$ cat config.mk
export PLATFORM = sky130hd
export DESIGN_NAME = shift_sequencer
export DESIGN_NICKNAME = d
export VERILOG_FILES = /design/src/rtl/shift_sequencer.sv
export SDC_FILE = /design/constraint.sdc
export NUM_CORES = 1
export LEC_CHECK = 0
export BUFFER_PORTS_ARGS = -buffer_cell sky130_fd_sc_hd__clkbuf_2
export CAP_MARGIN = 20
export CELL_PAD_IN_SITES_DETAIL_PLACEMENT = 0
export CELL_PAD_IN_SITES_GLOBAL_PLACEMENT = 2
export CORE_UTILIZATION = 34
export CTS_BUF_LIST = sky130_fd_sc_hd__clkbuf_8
export CTS_CLUSTER_SIZE = 30
export DETAILED_ROUTE_END_ITERATION = 10
export PLACE_DENSITY_LB_ADDON = 0.1
export REMOVE_ABC_BUFFERS = 1
export SLEW_MARGIN = 10
export SYNTH_ARGS = -nofsm -noshare
export SYNTH_HDL_FRONTEND = slang
export SYNTH_SLANG_ARGS = --single-unit
$ cat constraint.sdc
create_clock -name clk -period 3.6 [get_ports clk]
set_input_delay 0.36 -clock clk [delete_from_list [all_inputs] [get_ports clk]]
set_output_delay 0.36 -clock clk [all_outputs]
set_load 0.01 [all_outputs]
$ cat src/rtl/shift_sequencer.sv
// Bit-serial ARM operand shifter: captures Rm/type/amount on start, steps one bit
// per cycle, then presents the shifted operand and shifter carry with a done pulse.
module shift_sequencer (
  input  logic        clk,
  input  logic        reset,
  input  logic        start,
  input  logic [1:0]  sh_type,
  input  logic        sh_reg,
  input  logic [4:0]  shamt5,
  input  logic [31:0] rs_val,
  input  logic [31:0] rm_val,
  input  logic        carry_in,
  output logic        busy,
  output logic        done,
  output logic [31:0] result,
  output logic        carry_out
);

  localparam int DATA_W = 32;

  localparam logic [1:0] T_LSL = 2'b00;
  localparam logic [1:0] T_LSR = 2'b01;
  localparam logic [1:0] T_ASR = 2'b10;
  localparam logic [1:0] T_ROR = 2'b11;

  typedef enum logic [1:0] {
    IDLE  = 2'b00,
    SHIFT = 2'b01,
    DONE  = 2'b10
  } state_t;

  state_t state, state_next;

  logic signed [DATA_W-1:0] r_p0;
  logic                     c_p0;
  logic [1:0]               ty_p0;
  logic                     rrx_p0;
  logic [5:0]               cnt_p0;

  logic [5:0]        n_acc;
  logic              rrx_acc;
  logic [DATA_W:0]   stepped;
  logic              accept;
  logic              unused_rs;

  // Only the low byte of Rs carries a shift amount.
  assign unused_rs = ^rs_val[31:8];

  // Number of single-bit steps needed to realise the requested ARM shift.
  function automatic logic [5:0] calc_steps(input logic       reg_mode,
                                            input logic [4:0] imm,
                                            input logic [7:0] amt,
                                            input logic [1:0] ty);
    logic [5:0] n;
    n = 6'd0;
    if (!reg_mode) begin
      case (ty)
        T_LSL:   n = {1'b0, imm};
        T_LSR,
        T_ASR:   n = (imm == 5'd0) ? 6'd32 : {1'b0, imm};
        default: n = (imm == 5'd0) ? 6'd1  : {1'b0, imm};
      endcase
    end else if (amt != 8'd0) begin
      case (ty)
        T_LSL,
        T_LSR:   n = (amt >= 8'd33) ? 6'd33 : amt[5:0];
        T_ASR:   n = (amt >= 8'd32) ? 6'd32 : amt[5:0];
        default: n = (amt[4:0] == 5'd0) ? 6'd32 : {1'b0, amt[4:0]};
      endcase
    end
    return n;
  endfunction

  // One shift step; returns {carry, value}.
  function automatic logic [DATA_W:0] shift_step(input logic [DATA_W-1:0] r,
                                                 input logic              c,
                                                 input logic [1:0]        ty,
                                                 input logic              rrx);
    logic [DATA_W:0] o;
    case (ty)
      T_LSL:   o = {r[31], r[30:0], 1'b0};
      T_LSR:   o = {r[0], 1'b0, r[31:1]};
      T_ASR:   o = {r[0], r[31], r[31:1]};
      default: o = rrx ? {r[0], c, r[31:1]} : {r[0], r[0], r[31:1]};
    endcase
    return o;
  endfunction

  assign n_acc   = calc_steps(sh_reg, shamt5, rs_val[7:0], sh_type);
  assign rrx_acc = !sh_reg && (sh_type == T_ROR) && (shamt5 == 5'd0);
  assign stepped = shift_step(r_p0, c_p0, ty_p0, rrx_p0);
  assign accept  = (state == IDLE) && start;

  assign busy = (state != IDLE);
  assign done = (state == DONE);

  always_ff @(posedge clk) begin
    if (reset) state <= IDLE;
    else       state <= state_next;
  end

  always_comb begin
    state_next = state;
    case (state)
      IDLE:    if (start) state_next = (n_acc == 6'd0) ? DONE : SHIFT;
      SHIFT:   if (cnt_p0 <= 6'd1) state_next = DONE;
      DONE:    state_next = IDLE;
      default: state_next = IDLE;
    endcase
  end

  // Stage p0: capture on acceptance, then one step per SHIFT cycle
  always_ff @(posedge clk) begin
    if (reset) begin
      cnt_p0    <= 6'd0;
      result    <= '0;
      carry_out <= 1'b0;
    end else if (accept) begin
      r_p0   <= rm_val;
      c_p0   <= carry_in;
      ty_p0  <= sh_type;
      rrx_p0 <= rrx_acc;
      cnt_p0 <= n_acc;
      if (n_acc == 6'd0) begin
        result    <= rm_val;
        carry_out <= carry_in;
      end
    end else if (state == SHIFT) begin
      r_p0 <= stepped[DATA_W-1:0];
      c_p0 <= stepped[DATA_W];
      if (cnt_p0 != 6'd0) cnt_p0 <= cnt_p0 - 6'd1;
      if (cnt_p0 <= 6'd1) begin
        result    <= stepped[DATA_W-1:0];
        carry_out <= stepped[DATA_W];
      end
    end
  end

endmodule

==> results of run 1 <==
-- Yosys cell counts (all sizes together), types with 2 or more instances --
master,count,area [sq um]
o41ai,2,17.5
nor3,7,35.0
a31oi,2,12.5
and2,4,25.0
mux2i,33,330
nand3,35,275
edfxtp,36,1080
nand3b,34,330
ha,7,87.6
nor4,3,33.8
or3,2,12.5
buf,5,86.3
and3,3,18.8
o211ai,3,27.5
nor2,48,180
nand2,74,278
dfxtp,41,821
nand2b,3,18.8
clkbuf,36,135
a31o,2,17.5
or4b,32,320
a21oi,39,195
or2,3,18.8
o22ai,2,12.5
inv,7,26.3
o21ai,37,189
a221oi,2,17.5
-- layout make-up --
cell class,count,area (sq um),area share
multi-input combinational,396,2650,0.478
tap,176,220,0.0397
clock inverter,7,97.6,0.0176
timing repair buffer,97,526,0.0947
sequential,77,1900,0.343
clock buffer,9,124,0.0223
inverter,7,26.3,0.00474
-- layer usage --
| layer | vias to the layer above | wire [um] | GRT usage |
|---|---|---|---|
| li1 | 2037 | - | - |
| met1 | 1913 | 6140 | 0.230 |
| met2 | 84 | 5980 | 0.304 |
| met3 | 9 | 550 | 0.0401 |
| met4 | 0 | 131 | 0.0502 |
| met5 | - | 0 | 0 |
-- critical path, cell delays in order --
cell and delay (ps):
clkbuf_2 140, inv_1 80, ha_1 250, a2bb2oi_1 160
a311o_1 360, a32o_1 320, nor4_4 250, buf_4 450
o2111a_1 290, a211oi_2 50
-- through the flow --
step | hold WS, ps | power [mW]
finish | 256 | 2.65
global route | 236 | 2.80
CTS | 235 | 2.68
detailed placement | 452 | 1.92
global placement | 455 | 1.90
floorplan | 425 | 1.63
-- power by group through the flow --
stage                     registers [mW]  clock network, mW  logic [mW]
final                               1.15              0.762       0.734
after global routing                1.17              0.814       0.816
after CTS                           1.15              0.784       0.747
after detailed placement            1.17                  0       0.744
after global placement              1.17                  0       0.734
after floorplan                     1.18                  0       0.446
-- placed cells by master, fill, tap and decap left out, types with 3 or more instances in the layout --
cell type / instances
or4b_1: 3
nand3_2: 20
nor2_1: 45
inv_1: 7
clkbuf_2: 86
nand3_1: 15
dfxtp_1: 41
ha_1: 7
and3_1: 3
or4b_2: 29
o21ai_0: 36
nand3b_2: 20
a21oi_1: 39
nand2b_1: 3
mux2i_1: 33
nand3b_1: 14
nand2_1: 74
edfxtp_1: 36
buf_4: 10
nor3_1: 7
clkbuf_8: 9
-- kinds of logic after synthesis --
kind of cell             count (synthesis)  synth area share
AND/OR/NAND/NOR                        252             0.331
flip-flops                              77             0.398
multiplexers                            33            0.0691
buffers and inverters                   48            0.0518
adder cells (fa/ha/maj)                  7            0.0183
AO/OA/AOI/OAI                          104             0.133
-- worst paths after layout --
| kind | cells after the start | end | slack (ps) | start |
|---|---|---|---|---|
| worst max-delay path | 10 | result[0] | 1090 | sh_type[0] |
| worst min-delay path | 1 | ty_p0[0] | 260 | sh_type[0] |
| worst max register to register | 7 | result[11] | 1130 | cnt_p0[0] |
| worst min register to register | 2 | result[0] | 470 | result[0] |
-- registers in the layout, summed over array words and instances (netlist names) --
name,count
rrx_p0,1
state,2
r_p0,32
c_p0,1
ty_p0,2
result,32
cnt_p0,6
carry_out,1
==> impl_results.md, run 1 <==
- Status: completed
- CTS Buffer Depth: 2
- Layout Utilization: 0.411
- Combinational share of power: 0.277
- H-tree levels: 3
- Setup violations, final: 0
- Post-route insts no fill: 769
- Clk pwr share: 0.288
- Latest clock arrival within the worst-skew pair: 380 ps
- Count of cell types in the netlist: 56
- Sw Pwr: 0.899 mW
- First-pass GRT wire length: 20.3 mm
- Slew Viols, Final: 0
- ANT cells: 0
- CTS Buf Count: 9
- Vias per inst: 5.26
- Die H: 121 um
- Max FO, Critical Path: 34
- CP Capture Type: flop
- Sink Count: 77
- Die area: 14500 sq um
- Layout cell share with drive strength beyond 1: 0.334
- Top FF cell, synth: dfxtp_1
- Gr ovfl total: 0
- Syn Std Cell Area: 4780 sq um
- Core area: 13500 sq um
- Final setup margin: 1090 ps
- Layout area overhead: 16.0%
- Flops & latches, synth: 77
- First drt pass iteration count: 5
- Final worst-path cycle share: 0.696
- Hold Crit Class: in -> reg
- Initial core utilization: 0.354
- Postcts setup bufs: 0
- Worst clock skew: 12.2 ps
- Gpl congestion: 0.766
- EDFF count, synth: 36
- CTS Hold Buffers Added: 0
- Port Buf Inserts: 86
- Placement Setup Slack: 686 ps
- Largest net degree at the start of global routing: 75
- Synth Instances: 521
- Switching Share: 0.339
- Mapped Avg Cell Area: 9.18 sq um
- Fmax achieved: 0.399 GHz
- Slew HR: 0.464
- Die X: 121 um
- DR WL/cell: 16.6 um
- Period minus WS final: 2510 ps
- Top Ports: 111
- TritonCTS clock tree: built
- Clock Tree Root: clkbuf_8
- Synth warnings: 0
- Sequential fraction of the synthesis area: 0.398
- Vias in the first global route: 3955
- Clk slew on worst S/H paths: 80 ps
- Design area: 5550 sq um
- Initial antenna violation count: 0
- Power Dens Cells: 477 nW/um^2
- Setup TNS: 0 ps
- Nets@finish: 671
- Lkg Pwr: 2.35 nW
- Placement Cell Area: 5330 sq um
- Iter 0 DRT Violations: 172
- Hpwl dp: 8.24 mm
- Routed wire length: 12.8 mm
- Filler instances: 1393
- Worst VDD drop: 0.240 mV
- Internal power: 1.75 mW
- DRC Markers: 0
- Worst-margin pin slew: 804 ps
- Inst Count DP: 753
- RSZ-0062 raised after global routing: false
- Sequential Power Share: 0.435
- Crit path DAT: 2730 ps
- Post-route ant nets: 0
- Critical path type: in -> reg
- Aggregate global-route resource usage: 0.180
- Ys async rst share: 0
- Hold Violations, Final: 0
- Row count: 42
- Via Count: 4043
- Max-cap viol count: 0
- PostCTS Resize Cnt: 0
- WP data required: 3830 ps
- CP startpoint kind: input pin
Note: power is estimated with default switching activity, not from simulation.
==> run 2: changes to the inputs <==
==> constraint.sdc (replaced) <==
create_clock -name clk -period 2.43 [get_ports clk]
set_input_delay 0.243 -clock clk [delete_from_list [all_inputs] [get_ports clk]]
set_output_delay 0.243 -clock clk [all_outputs]
set_load 0.01 [all_outputs]
==> run 2 against run 1 <==
Against the previous run: register-to-register slack worse by 920 ps; flip-flop and latch count unchanged; critical path depth down 3; clock skew down 6.0 ps; via count up 0.77%; critical path type is now reg -> reg; highest routed layer unchanged.
==> impl_results.md, run 2 (synthesis gave the netlist of run 1 again) <==
- Clock Tree Root: clkbuf_8 (unchanged)
- Vias per inst: 5.18 (was 5.26)
- Design area: 5650 sq um (was 5550 sq um)
- Met2 usage: 0.297 (was 0.304)
- Hold Crit Class: in -> reg (unchanged)
- Hold Crit Start: rm_val[0] (was sh_type[0])
- Top Ports: 111 (unchanged)
- CP startpoint kind: flop (was input pin)
- Setup TNS: 0 ps (unchanged)
- TritonCTS clock tree: built (unchanged)
- Slew Viols, Final: 0 (unchanged)
- Layout cell share with drive strength beyond 1: 0.351 (was 0.334)
- Area of the multi-input gates: 2650 sq um (unchanged)
- Hold Violations, Final: 0 (unchanged)
- First drt pass iteration count: 4 (was 5)
- CTS Hold Buffers Added: 0 (unchanged)
- Via Count: 4074 (was 4043)
- R2r worst-path depth: 7 (unchanged)
- Power Dens Cells: 656 nW/um^2 (was 477 nW/um^2)
- Sink Count: 77 (unchanged)
- ANT cells: 0 (unchanged)
- Initial core utilization: 0.354 (unchanged)
- CTS Buf Count: 9 (unchanged)
- Most frequent cells in the layout: 86 x clkbuf_2, 74 x nand2_1, 45 x nor2_1 (unchanged)
- WP data required: 2740 ps (was 3830 ps)
- Worst-margin pin slew: 706 ps (was 804 ps)
- Placement Cell Area: 5480 sq um (was 5330 sq um)
- Final setup margin: 207 ps (was 1090 ps)
- Postcts setup bufs: 0 (unchanged)
- Lkg Pwr: 2.43 nW (was 2.35 nW)
- Iter 0 DRT Violations: 198 (was 172)
- Worst clock skew: 6.12 ps (was 12.2 ps)
- Setup violations, final: 0 (unchanged)
- Hold Path Depth: 3 (was 1)
- R2r endpoint: result[11] (unchanged)
- Vias in the first global route: 4011 (was 3955)
- Worst-path cell chain: inv_1 > ha_1 > o211a_1 > and2_0 > buf_4 > or4b_2 > nand3_2 (was clkbuf_2 > inv_1 > ha_1 > a2bb2oi_1 > a311o_1 > a32o_1 > nor4_4 > buf_4 > o2111a_1 > a211oi_2)
- First-pass GRT wire length: 20.4 mm (was 20.3 mm)
- Gr ovfl total: 0 (unchanged)
- Period minus WS final: 2220 ps
- Busiest grt layer: met2 (unchanged)
- Register area: 1900 sq um (unchanged)
- Fmax achieved: 0.450 GHz
- Port Buf Inserts: 86 (unchanged)
- DR WL/cell: 16.3 um (was 16.6 um)
- Top Registers: r_p0 (32), result (32), cnt_p0 (6) (unchanged)
- DRC Markers: 0 (unchanged)
- WHS Endpoint: r_p0[0] (was ty_p0[0])
- Leading cell type in the layout, fill and taps excluded: clkbuf_2 (unchanged)
- CP Capture Type: flop (unchanged)
- CTS Buffer Depth: 2 (unchanged)
- Post-route ant nets: 0 (unchanged)
- Total power: 3.70 mW (was 2.65 mW)
- Max FO, Critical Path: 22 (was 34)
- Layout area overhead: 18.0% (was 16.0%)
- Max-cap viol count: 0 (unchanged)
- Hpwl dp: 8.36 mm (was 8.24 mm)
- Status: completed (unchanged)
- Critical path type: reg -> reg (was in -> reg)
- R2r setup slk: 210 ps (was 1130 ps)
- Slowest cell on crit path: or4b_2 (was buf_4)
- Met1 Usage GRT: 0.239 (was 0.230)
- Grt met3 use: 0.0448 (was 0.0401)
- RSZ-0062 raised after global routing: false (unchanged)
- Filler instances: 1357 (was 1393)
- Nets@finish: 688 (was 671)
- Gpl congestion: 0.770 (was 0.766)
- Reg-to-Reg Start: cnt_p0[0] (unchanged)
- Initial antenna violation count: 0 (unchanged)
- H-tree levels: 3 (unchanged)
- Placement Setup Slack: -165 ps (was 686 ps)
- Clk slew on worst S/H paths: 80 ps (about the same)
- Core area: 13500 sq um (unchanged)
- Row count: 42 (unchanged)
- PostCTS Resize Cnt: 0 (unchanged)
- Largest net degree at the start of global routing: 76 (was 75)
- Slew HR: 0.525 (was 0.464)
- Die H: 121 um (unchanged)
- Aggregate global-route resource usage: 0.183 (was 0.180)
- Die area: 14500 sq um (unchanged)
- Routed wire length: 12.8 mm (about the same)
- Worst VDD drop: 0.280 mV (was 0.240 mV)
- Final worst-path cycle share: 0.915
- Latest clock arrival within the worst-skew pair: 370 ps (was 380 ps)
- Crit path DAT: 2530 ps (was 2730 ps)
- Die X: 121 um (unchanged)
- CP peak stage delay: 650 ps (was 450 ps)
run 2: cell type report:
type / count / area share
clock buffers: 10 / 0.0244
clock inverters: 6 / 0.00510
inverters: 7 / 0.00465
multi-input cells: 396 / 0.470
flip-flops and latches: 77 / 0.337
well taps: 176 / 0.0390
repair buffers: 114 / 0.120
run 2: critical path: cells and delay by family (launching register included):
kind | cells | cell delay [ps]
AOI/OAI and AO/OA | 1 | 280
adders and majority gates | 1 | 240
buffers and inverters | 2 | 310
DFF | 1 | 400
and+or+nand+nor | 3 | 930
run 2: through the flow:
step                utilization  hold slack, ps  cells
floorplan                     -             308    480
global placement          0.406             456    770
detailed placement        0.406             457    770
CTS                       0.418             156    786
global route              0.418             161    786
finish                    0.418             182    786
run 2: per-layer routing:
metal / vias up / part of all wire
met5: - / 0
met4: 0 / 0.0098
met3: 10 / 0.044
met2: 89 / 0.47
met1: 1905 / 0.48
li1: 2070 / -
run 2: worst max path at each step:
stage / startpoint / endpoint / slack, ps / depth (start not counted)
global placement: sh_type[0] / result[0] / -90 / 10
finish: cnt_p0[0] / result[11] / 210 / 7
detailed placement: sh_type[0] / result[0] / -170 / 10
floorplan: sh_type[0] / result[0] / -1220 / 8
global route: cnt_p0[0] / result[1] / 80 / 7
CTS: cnt_p0[0] / result[12] / 190 / 7
run 2: where the power goes:
part / switching (mW) / internal [mW] / total (mW) / leakage [nW]
registers: 0.128 / 1.58 / 1.71 / 0.676
clock network: 0.494 / 0.386 / 0.880 / 0.0930
logic: 0.664 / 0.454 / 1.12 / 1.66
